==> src/rtl/pulse_sync_pkg.sv <==
// Shared constants, priming FSM state type and edge-detect helper for the
// multi-channel pulse synchroniser receiver.
package pulse_sync_pkg;

  localparam int EDGE_ANY  = 0;
  localparam int EDGE_RISE = 1;
  localparam int EDGE_FALL = 2;

  localparam int SYNC_STAGES_MIN = 2;
  localparam int SYNC_STAGES_MAX = 4;
  localparam int PRIME_CNT_W     = 3;

  typedef enum logic {
    PRIME = 1'b0,
    RUN   = 1'b1
  } prime_state_e;

  function automatic logic detect_edge(input int mode, input logic s, input logic h);
    case (mode)
      EDGE_RISE: return s & ~h;
      EDGE_FALL: return ~s & h;
      default:   return s ^ h;
    endcase
  endfunction

endpackage

==> src/rtl/pulse_sync_ch.sv <==
// One receive channel: synchroniser chain, edge history, event detect,
// saturating pending counter with valid/ready drain and sticky overflow flag.
module pulse_sync_ch
  import pulse_sync_pkg::*;
#(
  parameter int SYNC_STAGES = 2,
  parameter int CNT_W       = 4,
  parameter int EDGE_MODE   = EDGE_ANY
) (
  input  logic             clk_dst,
  input  logic             rst,
  input  logic             run_en,
  input  logic             async_in,
  input  logic             ev_ready,
  input  logic             ovf_clr,
  output logic             ev_pulse,
  output logic             ev_valid,
  output logic [CNT_W-1:0] ev_count,
  output logic             ev_overflow
);

  logic [SYNC_STAGES-1:0] r_sync;
  logic                   r_hist;
  logic                   r_pulse;
  logic [CNT_W-1:0]       r_count;
  logic                   r_ovf;

  logic w_s;
  logic w_inc;
  logic w_dec;
  logic w_full;
  logic w_lost;

  assign w_s    = r_sync[SYNC_STAGES-1];
  assign w_inc  = run_en & detect_edge(EDGE_MODE, w_s, r_hist);
  assign w_dec  = ev_valid & ev_ready;
  assign w_full = &r_count;
  // An event is only lost when the counter is full and nothing drains this cycle.
  assign w_lost = w_inc & ~w_dec & w_full;

  always_ff @(posedge clk_dst) begin
    if (rst) begin
      r_sync  <= '0;
      r_hist  <= 1'b0;
      r_pulse <= 1'b0;
      r_count <= '0;
      r_ovf   <= 1'b0;
    end else begin
      r_sync  <= {r_sync[SYNC_STAGES-2:0], async_in};
      r_hist  <= w_s;
      r_pulse <= w_inc;
      if (w_inc && !w_dec && !w_full) begin
        r_count <= r_count + 1'b1;
      end else if (w_dec && !w_inc) begin
        r_count <= r_count - 1'b1;
      end
      if (w_lost) begin
        r_ovf <= 1'b1;
      end else if (ovf_clr) begin
        r_ovf <= 1'b0;
      end
    end
  end

  assign ev_pulse    = r_pulse;
  assign ev_valid    = |r_count;
  assign ev_count    = r_count;
  assign ev_overflow = r_ovf;

endmodule

==> src/rtl/pulse_sync_rx_multi.sv <==
// Multi-channel cross-clock event receiver: shared post-reset priming FSM and
// per-channel synchronisers. Optional irq output enabled by PULSE_SYNC_RX_IRQ_EN.
module pulse_sync_rx_multi
  import pulse_sync_pkg::*;
#(
  parameter int NUM_CH      = 4,
  parameter int SYNC_STAGES = 2,
  parameter int CNT_W       = 4,
  parameter int EDGE_MODE   = EDGE_ANY
) (
  input  logic                    clk_dst,
  input  logic                    rst,
  input  logic [NUM_CH-1:0]       async_in,
  output logic [NUM_CH-1:0]       ev_pulse,
  output logic [NUM_CH-1:0]       ev_valid,
  input  logic [NUM_CH-1:0]       ev_ready,
  output logic [NUM_CH*CNT_W-1:0] ev_count,
  output logic [NUM_CH-1:0]       ev_overflow,
  input  logic [NUM_CH-1:0]       ovf_clr,
  output logic                    primed
`ifdef PULSE_SYNC_RX_IRQ_EN
  ,
  input  logic [NUM_CH-1:0]       irq_mask,
  output logic                    irq
`endif
);

  if (SYNC_STAGES < SYNC_STAGES_MIN || SYNC_STAGES > SYNC_STAGES_MAX ||
      NUM_CH < 1 || NUM_CH > 32 || CNT_W < 1 || CNT_W > 8 ||
      EDGE_MODE < EDGE_ANY || EDGE_MODE > EDGE_FALL) begin : g_bad_cfg
    $error("pulse_sync_rx_multi: parameter out of range");
  end

  localparam logic [PRIME_CNT_W-1:0] PRIME_LAST = PRIME_CNT_W'(SYNC_STAGES);

  prime_state_e           r_state;
  prime_state_e           w_state_nxt;
  logic [PRIME_CNT_W-1:0] r_prime_cnt;
  logic [PRIME_CNT_W-1:0] w_prime_cnt_nxt;
  logic                   w_run_en;

  always_ff @(posedge clk_dst) begin
    if (rst) begin
      r_state     <= PRIME;
      r_prime_cnt <= '0;
    end else begin
      r_state     <= w_state_nxt;
      r_prime_cnt <= w_prime_cnt_nxt;
    end
  end

  // Stay in PRIME for SYNC_STAGES+1 cycles so chains and edge history settle.
  always_comb begin
    w_state_nxt     = r_state;
    w_prime_cnt_nxt = r_prime_cnt;
    case (r_state)
      PRIME: begin
        if (r_prime_cnt == PRIME_LAST) begin
          w_state_nxt = RUN;
        end else begin
          w_prime_cnt_nxt = r_prime_cnt + 1'b1;
        end
      end
      RUN:     w_state_nxt = RUN;
      default: w_state_nxt = PRIME;
    endcase
  end

  assign w_run_en = (r_state == RUN);
  assign primed   = w_run_en;

  for (genvar i = 0; i < NUM_CH; i++) begin : g_ch
    pulse_sync_ch #(
      .SYNC_STAGES(SYNC_STAGES),
      .CNT_W      (CNT_W),
      .EDGE_MODE  (EDGE_MODE)
    ) u_ch (
      .clk_dst    (clk_dst),
      .rst        (rst),
      .run_en     (w_run_en),
      .async_in   (async_in[i]),
      .ev_ready   (ev_ready[i]),
      .ovf_clr    (ovf_clr[i]),
      .ev_pulse   (ev_pulse[i]),
      .ev_valid   (ev_valid[i]),
      .ev_count   (ev_count[i*CNT_W +: CNT_W]),
      .ev_overflow(ev_overflow[i])
    );
  end

`ifdef PULSE_SYNC_RX_IRQ_EN
  logic r_irq;

  always_ff @(posedge clk_dst) begin
    if (rst) begin
      r_irq <= 1'b0;
    end else begin
      r_irq <= |((ev_valid | ev_overflow) & irq_mask);
    end
  end

  assign irq = r_irq;
`endif

endmodule

==> config.mk <==
export PLATFORM = sky130hd
export DESIGN_NAME = pulse_sync_rx_multi
export DESIGN_NICKNAME = d
export VERILOG_FILES = /design/src/rtl/pulse_sync_pkg.sv /design/src/rtl/pulse_sync_ch.sv /design/src/rtl/pulse_sync_rx_multi.sv
export SDC_FILE = /design/constraint.sdc
export NUM_CORES = 1
export LEC_CHECK = 0
export CORE_MARGIN = 2
export CORE_UTILIZATION = 41
export DETAILED_ROUTE_END_ITERATION = 8
export HOLD_SLACK_MARGIN = 0.12
export PLACE_DENSITY = 0.69
export SLEW_MARGIN = 5
export SYNTH_ARGS = -nofsm -noshare
export SYNTH_HDL_FRONTEND = slang
export SYNTH_HIERARCHICAL = 1
export SYNTH_SLANG_ARGS = --single-unit
==> constraint.sdc <==
create_clock -name clk_dst -period 3.47 [get_ports clk_dst]
set_input_delay 0.694 -clock clk_dst [delete_from_list [all_inputs] [get_ports clk_dst]]
set_output_delay 0.694 -clock clk_dst [all_outputs]
set_load 0.03 [all_outputs]
==> results.cfg <==
[global_routing]
grt_max_degree = 21
antenna_found_initial = 0
grt_pass1_vias = 1496
grt_pass1_wl_um = 6500
grt_usage_pct = 15.3
grt_overflow = 0

[setup_path]
critical_path_class = primary input to flop
start_kind = primary input
critical_path_peak_fanout = 6
worstSetupEndpointType = flop
cp_data_required_time_ns = 3.66
cp.arrival_ns = 2.88

[final_layout]
nNetsFinal = 274
syn_to_final_growth_pct = 29.4
instances_no_fill = 314
drive_above_1_share_pct = 10.5
antenna-diode-count = 0

[clock_network]
cts.sinks = 40
path_clk_slew_ns = 0.08
cts_tree = built
cts_setup_buffers = 0
cts-buffers-inserted = 5
cts_resized = 0
ctsHoldBuffers = 0
cts-root-buf = clkbuf_8
clockBufferDepth = 2
h-tree-depth = 2
clkLatencyLatePin_ns = 0.29

[logic_synthesis]
syn_area_sq_um = 2030
syn_area_per_cell_sq_um = 10.2
ys_types = 27
synth_seq_cells = 40
yosys_warnings = 6
yosysSeqAreaShare_pct = 39.4
synthCells = 199
synthesis.nets = 227

[sta]
setup_tns_ns = 0
worst_slew_pin_slew_ns = 0.781
worst_hold_slack_ns = 0.441
period_share_pct = 77.8
fmax_mhz = 370
fin_ws_ns = 0.770
maxSlewHeadroom_pct = 47.8
finalHoldViolCount = 0
skew_ns = 0.00452
slew_violations = 0
setup_viol = 0
post-route-min-period_ns = 2.70
rsz0062_at_grt = false

[floorplan]
dieArea_sq_um = 5540
core-area_sq_um = 4750
start_util_pct = 42.8
rows = 25
ios = 43
fp.dieW_um = 74.4
die_h_um = 74.4

[place]
placed_cells = 306
finalWeightedCongestion = 0.833
dp_slack_ns = 0.459
dpl.hpwl_um = 2640
port-buffer-count = 42

[route]
wl_per_cell_um = 12.1
totalWireLength_um = 3790
first_iter_violations = 44
first_pass_iters = 4
postRouteAntennaNets = 0
drt_drc_violations_left = 0
avgViaCountPerCell = 5.00
vias = 1570

[pwr]
leakage_nw = 0.988
power_density_nw_per_um2 = 794
finalPower_mw = 2.09
ir_drop_mv = 0.349

[flow_run]
timing.max_cap.violations = 0

[hold_path]
holdCritPathClass = flop to flop

[status]
outcome = finished clean
[path summary, 6_finish.rpt]
path	start	to	slack, ns	depth (start not counted)
setup / recovery	ev_ready[0]	g_ch[0].u_ch/ev_count[3]$_SDFFE_PP0P_	0.77	9
hold / removal	g_ch[3].u_ch/r_sync[0]$_SDFF_PP0_	g_ch[3].u_ch/r_sync[1]$_SDFF_PP0_	0.44	1
setup reg to reg	g_ch[0].u_ch/ev_count[0]$_SDFFE_PP0P_	g_ch[0].u_ch/ev_count[3]$_SDFFE_PP0P_	0.92	8
hold reg to reg	g_ch[3].u_ch/r_sync[0]$_SDFF_PP0_	g_ch[3].u_ch/r_sync[1]$_SDFF_PP0_	0.44	1
[sequential cells by signal, summed over array words and instances, names as in the netlist]
name                   cells
g_ch.u_ch/ev_overflow      4
primed                     1
g_ch.u_ch/ev_count        16
g_ch.u_ch/ev_pulse         4
r_prime_cnt                3
g_ch.u_ch/r_sync           8
g_ch.u_ch/r_hist           4
[power breakdown]
group | leakage, nW | internal [mW] | switching [mW]
Sequential | 0.328 | 0.551 | 0.186
Combinational | 0.610 | 0.515 | 0.517
Clock | 0.0510 | 0.159 | 0.160
Total | 0.988 | 1.22 | 0.863
[layout by cell type (no fill, tap or decap)]
master,instances
mux2i_1,4
clkinv_2,2
nor3b_1,4
dfxtp_1,40
o41ai_4,4
ha_1,10
nand4_1,4
nor2_1,4
inv_1,11
o21ai_0,13
or4_2,4
mux2_1,4
buf_4,2
or4b_1,4
xor2_1,8
or4_1,1
nor3_1,8
a21o_1,1
fa_1,4
xnor2_1,4
nor2b_1,16
a21o_2,4
nand2b_1,5
a311oi_1,1
clkdlybuf4s50_1,42
and4_4,4
nand3b_1,8
clkbuf_8,6
nand3_1,1
a21oi_1,24
[cell usage after synthesis (all sizes together)]
library cell / instances / share of area (%)
a21o: 5 / 2.1
a21oi: 24 / 5.9
a311oi: 1 / 0.43
and4: 4 / 2.2
clkbuf: 4 / 0.74
dfxtp: 40 / 39
fa: 4 / 3.9
ha: 10 / 6.2
inv: 11 / 2.0
mux2: 4 / 2.2
mux2i: 4 / 2.0
nand2b: 5 / 1.5
nand3: 1 / 0.25
nand3b: 8 / 3.0
nand4: 4 / 1.2
nor2: 4 / 0.74
nor2b: 16 / 4.9
nor3: 8 / 2.0
nor3b: 4 / 1.5
o21ai: 13 / 3.2
o41ai: 4 / 5.4
or4: 5 / 2.1
or4b: 4 / 2.0
xnor2: 4 / 1.7
xor2: 8 / 3.4
[layout make-up]
cell class,count,area (sq um)
Fill cell,445,2120
Multi-Input combinational cell,144,1180
Sequential cell,40,801
Timing Repair Buffer,44,435
Tap cell,67,83.8
Clock buffer,6,82.6
Inverter,11,41.3
Clock inverter,2,10.0
[stage by stage]
step / area (sq um) / utilization, %
4_1_cts: 2630 / 55.3
3_5_place_dp: 2540 / 53.4
5_1_grt: 2630 / 55.3
2_1_floorplan: 2030 / -
6_report: 2630 / 55.3
3_3_place_gp: 2540 / 53.4
[metal layers]
metal	part of all wire [%]	vias up	GRT usage, %
met5	0	-	0
met4	1.6	0	5.56
met3	4.8	7	5.15
met2	47	31	25.6
met1	47	724	18.2
li1	-	808	-
[cells by family (layout without fill, tap and decap cells)]
kind of cell | after synthesis | in the layout | share of synthesized area (%)
and+or+nand+nor | 63 | 63 | 21.4
muxes | 8 | 8 | 4.18
AOI/OAI and AO/OA | 47 | 47 | 17.0
buffers and inverters | 15 | 63 | 2.77
adders and majority gates | 14 | 14 | 10.1
DFF | 40 | 40 | 39.4
xor gates and xnor gates | 12 | 12 | 5.17
[worst max-delay path: stages]
cell,delay (ns)
clkdlybuf4s50_1,0.47
o41ai_4,0.09
and4_4,0.32
inv_1,0.11
ha_1,0.28
a21o_2,0.21
a21oi_1,0.17
mux2i_1,0.21
mux2_1,0.33
Note: power is estimated with default switching activity, not from simulation.
